### src/rtl/sr_pkg.sv
// Shared types and helpers for the SR flip-flop bank driver: FSM states,
// per-channel command encodings and the per-channel command decision.
package sr_pkg;

  typedef enum logic [2:0] {
    IDLE,
    PULSE,
    VERIFY,
    DONE,
    ERR
  } state_t;

  typedef logic [1:0] sr_cmd_t;

  // Encoded as {s, r} for one channel.
  localparam sr_cmd_t SR_HOLD    = 2'b00;
  localparam sr_cmd_t SR_SET     = 2'b10;
  localparam sr_cmd_t SR_RST     = 2'b01;
  localparam sr_cmd_t SR_ILLEGAL = 2'b11;

  // Decide what a channel needs to reach its target from its current q.
  // The forbidden encoding is folded to HOLD so it can never reach a flop.
  function automatic sr_cmd_t sr_cmd(input logic target, input logic mask,
                                     input logic q);
    sr_cmd_t c;
    c = {mask & target & ~q, mask & ~target & q};
    return (c == SR_ILLEGAL) ? SR_HOLD : c;
  endfunction

endpackage

### src/rtl/sr_drv_timer.sv
// Loadable down-counter with a zero flag; times both the pulse length and
// the verify timeout of the SR driver.
module sr_drv_timer #(
  parameter int WIDTH = 4
) (
  input  logic             clk,
  input  logic             reset,
  input  logic             load,
  input  logic [WIDTH-1:0] load_val,
  input  logic             dec,
  output logic             zero
);

  logic [WIDTH-1:0] cnt;

  // NOTE: sequential state is written with non-blocking assignments only, so
  // every flop samples pre-edge values regardless of block evaluation order.
  always_ff @(posedge clk) begin
    if (reset) begin
      cnt <= '0;
    end else if (load) begin
      cnt <= load_val;
    end else if (dec && (cnt != '0)) begin
      cnt <= cnt - 1'b1;
    end
  end

  assign zero = (cnt == '0);

endmodule

### src/rtl/sr_ctrl_driver.sv
// Command-side driver for a bank of SR flops: accepts a masked target,
// pulses s/r for a fixed time, then verifies q against the target.
module sr_ctrl_driver
  import sr_pkg::*;
#(
  parameter int WIDTH        = 4,
  parameter int PULSE_CYCLES = 2,
  parameter int TIMEOUT      = 8
) (
  input  logic             clk,
  input  logic             reset,
  input  logic             req_valid,
  output logic             req_ready,
  input  logic [WIDTH-1:0] req_target,
  input  logic [WIDTH-1:0] req_mask,
  input  logic [WIDTH-1:0] q_fb,
  output logic [WIDTH-1:0] s,
  output logic [WIDTH-1:0] r,
  output logic             busy,
  output logic             done,
  output logic             error,
  output logic [WIDTH-1:0] err_bits
);

  localparam int MAX_CYC = (PULSE_CYCLES > TIMEOUT) ? PULSE_CYCLES : TIMEOUT;
  localparam int CW      = $clog2(MAX_CYC + 1);
  localparam logic [CW-1:0] PULSE_LOAD   = CW'(PULSE_CYCLES - 1);
  localparam logic [CW-1:0] TIMEOUT_LOAD = CW'(TIMEOUT - 1);

  state_t           state;
  logic [WIDTH-1:0] target_q;
  logic [WIDTH-1:0] mask_q;
  logic [WIDTH-1:0] set_vec;
  logic [WIDTH-1:0] rst_vec;
  logic             accept;
  logic             match;
  logic             tmr_load;
  logic             tmr_dec;
  logic             tmr_zero;
  logic [CW-1:0]    tmr_load_val;
  sr_cmd_t          cmd;

  // NOTE: every variable assigned in always_comb gets a default first, so no
  // path through the block can leave it unassigned and infer a latch.
  always_comb begin
    set_vec = '0;
    rst_vec = '0;
    cmd     = SR_HOLD;
    for (int i = 0; i < WIDTH; i++) begin
      cmd        = sr_cmd(req_target[i], req_mask[i], q_fb[i]);
      set_vec[i] = (cmd == SR_SET);
      rst_vec[i] = (cmd == SR_RST);
    end
  end

  assign req_ready = (state == IDLE) && !reset;
  assign busy      = (state != IDLE);
  assign accept    = req_valid && req_ready;
  assign match     = ((q_fb & mask_q) == (target_q & mask_q));

  // The timer is reloaded on entry to PULSE and again on entry to VERIFY.
  assign tmr_load     = accept || ((state == PULSE) && tmr_zero);
  assign tmr_load_val = (state == IDLE) ? PULSE_LOAD : TIMEOUT_LOAD;
  assign tmr_dec      = (state == PULSE) || (state == VERIFY);

  sr_drv_timer #(
    .WIDTH(CW)
  ) u_timer (
    .clk     (clk),
    .reset   (reset),
    .load    (tmr_load),
    .load_val(tmr_load_val),
    .dec     (tmr_dec),
    .zero    (tmr_zero)
  );

  always_ff @(posedge clk) begin
    if (reset) begin
      state    <= IDLE;
      s        <= '0;
      r        <= '0;
      done     <= 1'b0;
      error    <= 1'b0;
      err_bits <= '0;
      target_q <= '0;
      mask_q   <= '0;
    end else begin
      done  <= 1'b0;
      error <= 1'b0;
      unique case (state)
        IDLE: begin
          if (accept) begin
            target_q <= req_target;
            mask_q   <= req_mask;
            err_bits <= '0;
            if ((set_vec | rst_vec) == '0) begin
              state <= DONE;
              done  <= 1'b1;
            end else begin
              state <= PULSE;
              s     <= set_vec;
              r     <= rst_vec;
            end
          end
        end
        PULSE: begin
          if (tmr_zero) begin
            s     <= '0;
            r     <= '0;
            state <= VERIFY;
          end
        end
        VERIFY: begin
          // A match on the last allowed cycle still completes cleanly.
          if (match) begin
            state <= DONE;
            done  <= 1'b1;
          end else if (tmr_zero) begin
            state    <= ERR;
            error    <= 1'b1;
            err_bits <= (q_fb ^ target_q) & mask_q;
          end
        end
        DONE:    state <= IDLE;
        ERR:     state <= IDLE;
        default: state <= IDLE;
      endcase
    end
  end

endmodule

### config.mk
export PLATFORM = sky130hd
export DESIGN_NAME = sr_ctrl_driver
export DESIGN_NICKNAME = d
export VERILOG_FILES = /design/src/rtl/sr_pkg.sv /design/src/rtl/sr_drv_timer.sv /design/src/rtl/sr_ctrl_driver.sv
export SDC_FILE = /design/constraint.sdc
export NUM_CORES = 1
export LEC_CHECK = 0
export ABC_AREA = 0
export ABC_CLOCK_PERIOD_IN_PS = 4960
export BUFFER_PORTS_ARGS = -buffer_cell sky130_fd_sc_hd__buf_2
export CORE_UTILIZATION = 57
export DETAILED_ROUTE_END_ITERATION = 10
export PLACE_DENSITY_LB_ADDON = 0.1
export RECOVER_POWER = 100
export SYNTH_ARGS = -nofsm -noshare
export SYNTH_HDL_FRONTEND = slang
export SYNTH_HIERARCHICAL = 1
export SYNTH_SLANG_ARGS = --single-unit
### constraint.sdc
create_clock -name clk -period 4.96 [get_ports clk]
set_clock_uncertainty 0.2 [all_clocks]
set_input_delay 0.744 -clock clk [delete_from_list [all_inputs] [get_ports clk]]
set_output_delay 0.744 -clock clk [all_outputs]
set_load 0.01 [all_outputs]
Word-level counts from Yosys, hierarchy flattened --
Index checks and enable logic that the tools add are counted.
Storage, ports and cells: register bits after elaboration 29, output and inout bits 16
Operators by class: equality and inequality tests 21, add/subtract/negate cells 1, reduce and logical (&&, ||, !) cells 20, bitwise gates (word level) 30, muxes and demuxes 29
Operator list (number):
- $mux 4 | 10
- $pmux 4 s2 | 3
- $and 1x1->1 | 16
- $eq 2x2->1 const B | 8
- $mux 3 | 5
- $and 4x4->4 | 3
- $mux 2 | 5
- $ne 2x2->1 const B | 5
- $not 1->1 | 9
- $pmux 3 s3 | 1
- $eq 2x1->1 const B | 4
- $logic_not 4->1 | 2
- $reduce_and 4->1 | 2
- $reduce_bool 2->1 | 3
- $eq 4x4->1 | 1
- $logic_and 1x1->1 | 4
- $mux 1 | 4
- $or 4x4->4 | 1
- $reduce_bool 4->1 | 1
- $sub 4x1->4 const B | 1
- $xor 4x4->4 | 1
- $eq 3x1->1 const B | 1
- $eq 3x2->1 const B | 1
- $logic_not 3->1 | 1
- other kinds (8) | 9

Depth between registers and ports, before layout --
depth after elaboration 11, depth in mapped cells 10, gate-level depth less buffers 10

Modules after synthesis --
The synthesis kept the hierarchy.
By module, submodules not included:
- sr_ctrl_driver | cells each 140, instances 1, area each 1153.6 sq um
- sr_drv_timer | cells each 29, instances 1, area each 262.8 sq um

Worst setup path after synthesis --
OpenSTA, ideal clock, no wires.
kind in2reg, start point in reset, end point reg u_timer.cnt[1], arrival 2.065 ns, required time 4.638 ns, path slack 2.573 ns, stages 6, cells stage by stage buf_6 or3b_1 a211o_1 inv_1 nor3_1 a311o_1
On the way: cells in the longest elaborated chain, start to end 5, elaborated cells on any way between the ends 6, those cells by class 1 x mux; 5 x reduce/logical
Ends and longest elaborated chain:
- start, declared | line sr_ctrl_driver.sv:11 | input logic reset,
- $logic_not 1->1 (*) | line sr_ctrl_driver.sv:56 | assign req_ready = (state == IDLE) && !reset;
- $logic_and 1x1->1 (*) | line sr_ctrl_driver.sv:56
- $logic_and 1x1->1 (*) | line sr_ctrl_driver.sv:58 | assign accept = req_valid && req_ready;
- $logic_or 1x1->1 (*) | line sr_ctrl_driver.sv:62 | assign tmr_load = accept || ((state == PULSE) && tmr_zero);
- via tmr_load | line sr_ctrl_driver.sv:37 | logic tmr_load;
- $mux 4 or $reduce_bool 2->1 (tied branches)
- end signal, assigned | line sr_drv_timer.sv:22 | cnt <= load_val;
- end signal, assigned | line sr_drv_timer.sv:24 | cnt <= cnt - 1'b1;
- end, declared | line sr_drv_timer.sv:14 | logic [WIDTH-1:0] cnt;
The timed path passes the listed nets; every way through them passes the cells marked *. A chain may end at the register's enable or synchronous reset.

Worst setup path in the final report --
start point in reset, end point out req_ready
On the way: cells in the longest elaborated chain, start to end 2
Ends and longest elaborated chain:
- $logic_not 1->1 | line sr_ctrl_driver.sv:56
- $logic_and 1x1->1 | line sr_ctrl_driver.sv:56
- end, declared | line sr_ctrl_driver.sv:13 | output logic req_ready,
Every way passes these cells.

==> results.md <==
* Status: finished, final reports clean
* Antenna cell count at 0
* TritonCTS clock tree: yes
* Synthesized instance count at 169
* Post-synth top area cell: dfxtp_1
* Std-Cell Rows at 17
* Clock insertion delay at the later pin of the skew report at 0.33 ns
* Setup TNS at 0 ns
* Routed wire length at around 3.0 mm
* Total power divided by cell area at approximately 480 nW/µm²
* Critical path's most frequent cell: clkbuf_1
* Warning count from the yosys run at 6
* Area of the multi-input gates at around 710 µm²
* Die Y at 51.9 µm
* Routed length per placed instance at roughly 13 µm
* Post-synthesis async set-or-reset flop share at 0%
* Wire length on met1 at 1.29 mm
* Vias in the first global route at between 1000 and 1500
* Slowest stage cell, crit path: clkbuf_1
* Die width at about 52 µm
* Max Clk Rate at approximately 340 MHz
* Clock share of power at roughly 23%
* Critical path class: input port to output pin
* Count of antenna-violating nets left after detailed routing at 0
* Number of inserted filler cells in the final layout at ~200
* Hold worst-path end: s[3]$_SDFFE_PP0P_
* Largest driver fanout on the critical path at 25
* Final hold violations at 0
* Clock tree sinks at 29
* Total power of the final layout at a little under 0.8 mW
* Total overflow reported by the global router at 0
* Count of unresolved DRC violations after routing at 0
* Post-synth top cells: 29 x dfxtp_1, 28 x nand2_1, 26 x inv_1, 13 x a21oi_1, 12 x o32ai_1
* Reg2reg setup slack at around 2.3 ns
* Slew of the pin with the lowest slew margin at 1.08 ns
* Total of max-cap violations at 0
* Initial antenna violation count at 0
* Total leakage power at around 0.63 nW
* Number of port buffers at 30
* WL met3 at 195 µm
* Capturing element type of the critical path: output pin
* Net count after synthesis at about 190
* Worst path setup slack after routing at 2.04 ns
* Sequential fraction of the synthesis area at between 40 and 50%
* Flip-flop cell with the highest count after synthesis: dfxtp_1
* Relative slew slack at 27.9%
* Iteration-0 DRC count of the detailed router at 34
* Vias after detailed routing at between 1000 and 1500
* Register Area at 581 µm²
* Cell breakdown of the critical path: clkbuf_1, or3_1, nor2_1, clkbuf_1
* Io pins at 31
* Dpl ws at 2.29 ns
* Post-synthesis average cell area at roughly 8.4 µm²
* Reported net switching power at just over 0.3 mW
* Global router's overall resource usage at roughly 26%
* Clock-pin slew on the worst setup and hold paths at 0.09 ns
* Critical register-to-register path startpoint: u_timer/cnt[1]$_SDFFE_PP0P_
* H-tree lvl count at 2
* Worst R2R Path Depth at 9
* Total clock buffers created by CTS at 5
* Met2 wire len at roughly 1.5 mm
* Final worst path period share at slightly below 60%
* Fraction of power spent switching nets at just under 40%
* Largest net degree at the start of global routing at 26
* Number of optimization iterations in the first detailed-route pass at 5
* RSZ-0062 raised after global routing: no
* Layout overhead on the synthesized area at 14.6%
* Initial Utilization at 62.2%
* Reg-to-reg endpoint: u_timer/cnt[1]$_SDFFE_PP0P_
* CTS Buffer Depth at 2
* Sequential share of power at between 30 and 40%
* Cell types occupying the most area after synthesis: dfxtp_1 41%, nand2_1 7.4%, o32ai_1 7.4%
* Number of cells on the worst hold path at 2
* Maximum vdd ir drop at 367 µV
* First-pass GRT wire length at approximately 4.9 mm
* Hold Crit Start: s[3]$_SDFFE_PP0P_
* Count of nets after finishing at roughly 220
* Count leader, synth: dfxtp_1
* Number of buffers and inverters on the critical path at 2
* Number of flops mapped to enable cells by yosys at 0
* Number of setup buffers added after CTS at 0
* #FFs+latches synth at 29
* Placed standard-cell area at 1580 µm²
* Finished layout cell area at about 1600 µm²
* HPWL after DPL at between 2 and 2.5 mm
* Classification of the worst-slack hold path: register to register
* Final GP Congestion at between 0.8 and 0.9
* Family of cells with the greatest summed delay on the critical path: buffers and inverters
* Data required time at the worst endpoint at around 4.0 ns
* Internal power summed over all cells at around 0.48 mW
* Distinct cell type count after synthesis at 37
* Resize count post-CTS at 0
* Share of final-layout standard cells stronger than drive strength 1 at roughly 11%
* Number of max-slew violations in the final report at 0
* Critical path's largest stage delay at between 0.7 and 0.8 ns
* Data arrival time of the critical path at between 1.5 and 2 ns
* Post-synthesis instance area at 1420 µm²
* Die footprint at roughly 2700 µm²
* Proportion of power drawn by combinational gates at ~37%
* Area fraction of the dominant cell type after synthesis at between 40% and 50%
* CTS Root Cell: clkbuf_4
* CTS Hold Buffers Added at 0
* Worst Setup Start Kind: input port
* Number of vias per cell at about 5.6
* Final setup violating endpoints at 0
* Core area at between 2000 and 2500 µm²
* Highest routed layer: met4
* Final period demand of the worst path at approximately 3 ns
## worst reg2reg max path, stage by stage, from the launching register on
cell     delay [ns]
dfxtp_1        0.33
inv_1          0.12
ha_1           0.23
or3b_1         0.49
inv_1          0.22
nand2_1        0.08
a211o_1        0.32
inv_1          0.16
nor3_1         0.08
a311o_1        0.39
## state kept, by name, indices dropped and copies added, names as in the netlist
name and flops:
state 3, done 1, error 1, s 4, target_q 4, err_bits 4, u_timer/cnt 4, mask_q 4
r 4
## power groups by stage
stage | registers (mW) | clock network [mW] | logic [mW]
after floorplan | 0.296 | 0 | 0.243
after global placement | 0.310 | 0 | 0.289
after detailed placement | 0.314 | 0 | 0.301
after CTS | 0.309 | 0.187 | 0.302
after global routing | 0.315 | 0.196 | 0.318
final | 0.310 | 0.182 | 0.292
## layout by cell type (no fill, tap or decap), drive strengths merged
cell     synthesis  routed
o21ai            1       1
or4              1       1
o32ai           12      12
o22ai            1       1
a21boi           1       1
or3b             2       2
xnor2            1       1
ha               1       1
bufinv           0       1
a211oi           1       1
clkinv           0       1
nor3             2       2
nor2            11      11
mux2i            2       2
nor4b            1       1
conb             2       2
nand4b           1       1
a211o            2       2
a32oi            1       1
a31oi            1       1
buf              2      12
or3              2       2
a22oi            4       4
a311oi           2       2
a21o             1       1
nand2           28      28
clkbuf           2      23
inv             26      26
nor2b            1       1
a21oi           13      13
dfxtp           29      29
nand3            4       4
nand2b           1       1
xor2             8       8
a311o            1       1
a2111oi          1       1
## worst max path at each step
stage                                      from                          end  slack, ns  cells past startpoint
floorplan                                 reset  u_timer/cnt[1]$_SDFFE_PP0P_       2.57                      6
global placement                          reset  u_timer/cnt[1]$_SDFFE_PP0P_       2.35                      6
detailed placement                        reset  u_timer/cnt[1]$_SDFFE_PP0P_       2.29                      6
CTS                 u_timer/cnt[1]$_SDFFE_PP0P_  u_timer/cnt[1]$_SDFFE_PP0P_       2.37                      9
global route                              reset                    req_ready       1.92                      4
finish                                    reset                    req_ready       2.04                      4
## layer usage
metal	vias up	GRT usage, %
met5	-	0
met4	0	14.0
met3	11	8.77
met2	47	42.9
met1	587	28.2
li1	645	-
## kinds of logic after synthesis
family                   after synthesis  share of synthesized area [%]
AO/OA/AOI/OAI                         42                           24.0
multiplexers                           2                           1.41
buffers and inverters                 30                           8.57
flip-flops                            29                           41.0
AND/OR/NAND/NOR                       54                           18.0
other                                  2                          0.530
adder cells (fa/ha/maj)                1                          0.883
XOR/XNOR                               9                           5.57
## metrics by stage
step	instances	utilization (%)	hold slack [ns]
floorplan	169	-	0.248
global placement	223	69.3	0.238
detailed placement	223	69.3	0.244
CTS	230	72.5	0.262
global route	230	71.3	0.283
finish	230	71.3	0.262
## cell type report
type                       count  share of cell area [%]
multi-input combinational    110                    43.7
sequential                    29                    35.8
timing repair buffer          30                    7.86
inverter                      26                    6.01
clock buffer                   5                    2.31
clock inverter                 2                    2.16
tap                           28                    2.16
No activity file was read; power rests on OpenSTA's default activity.
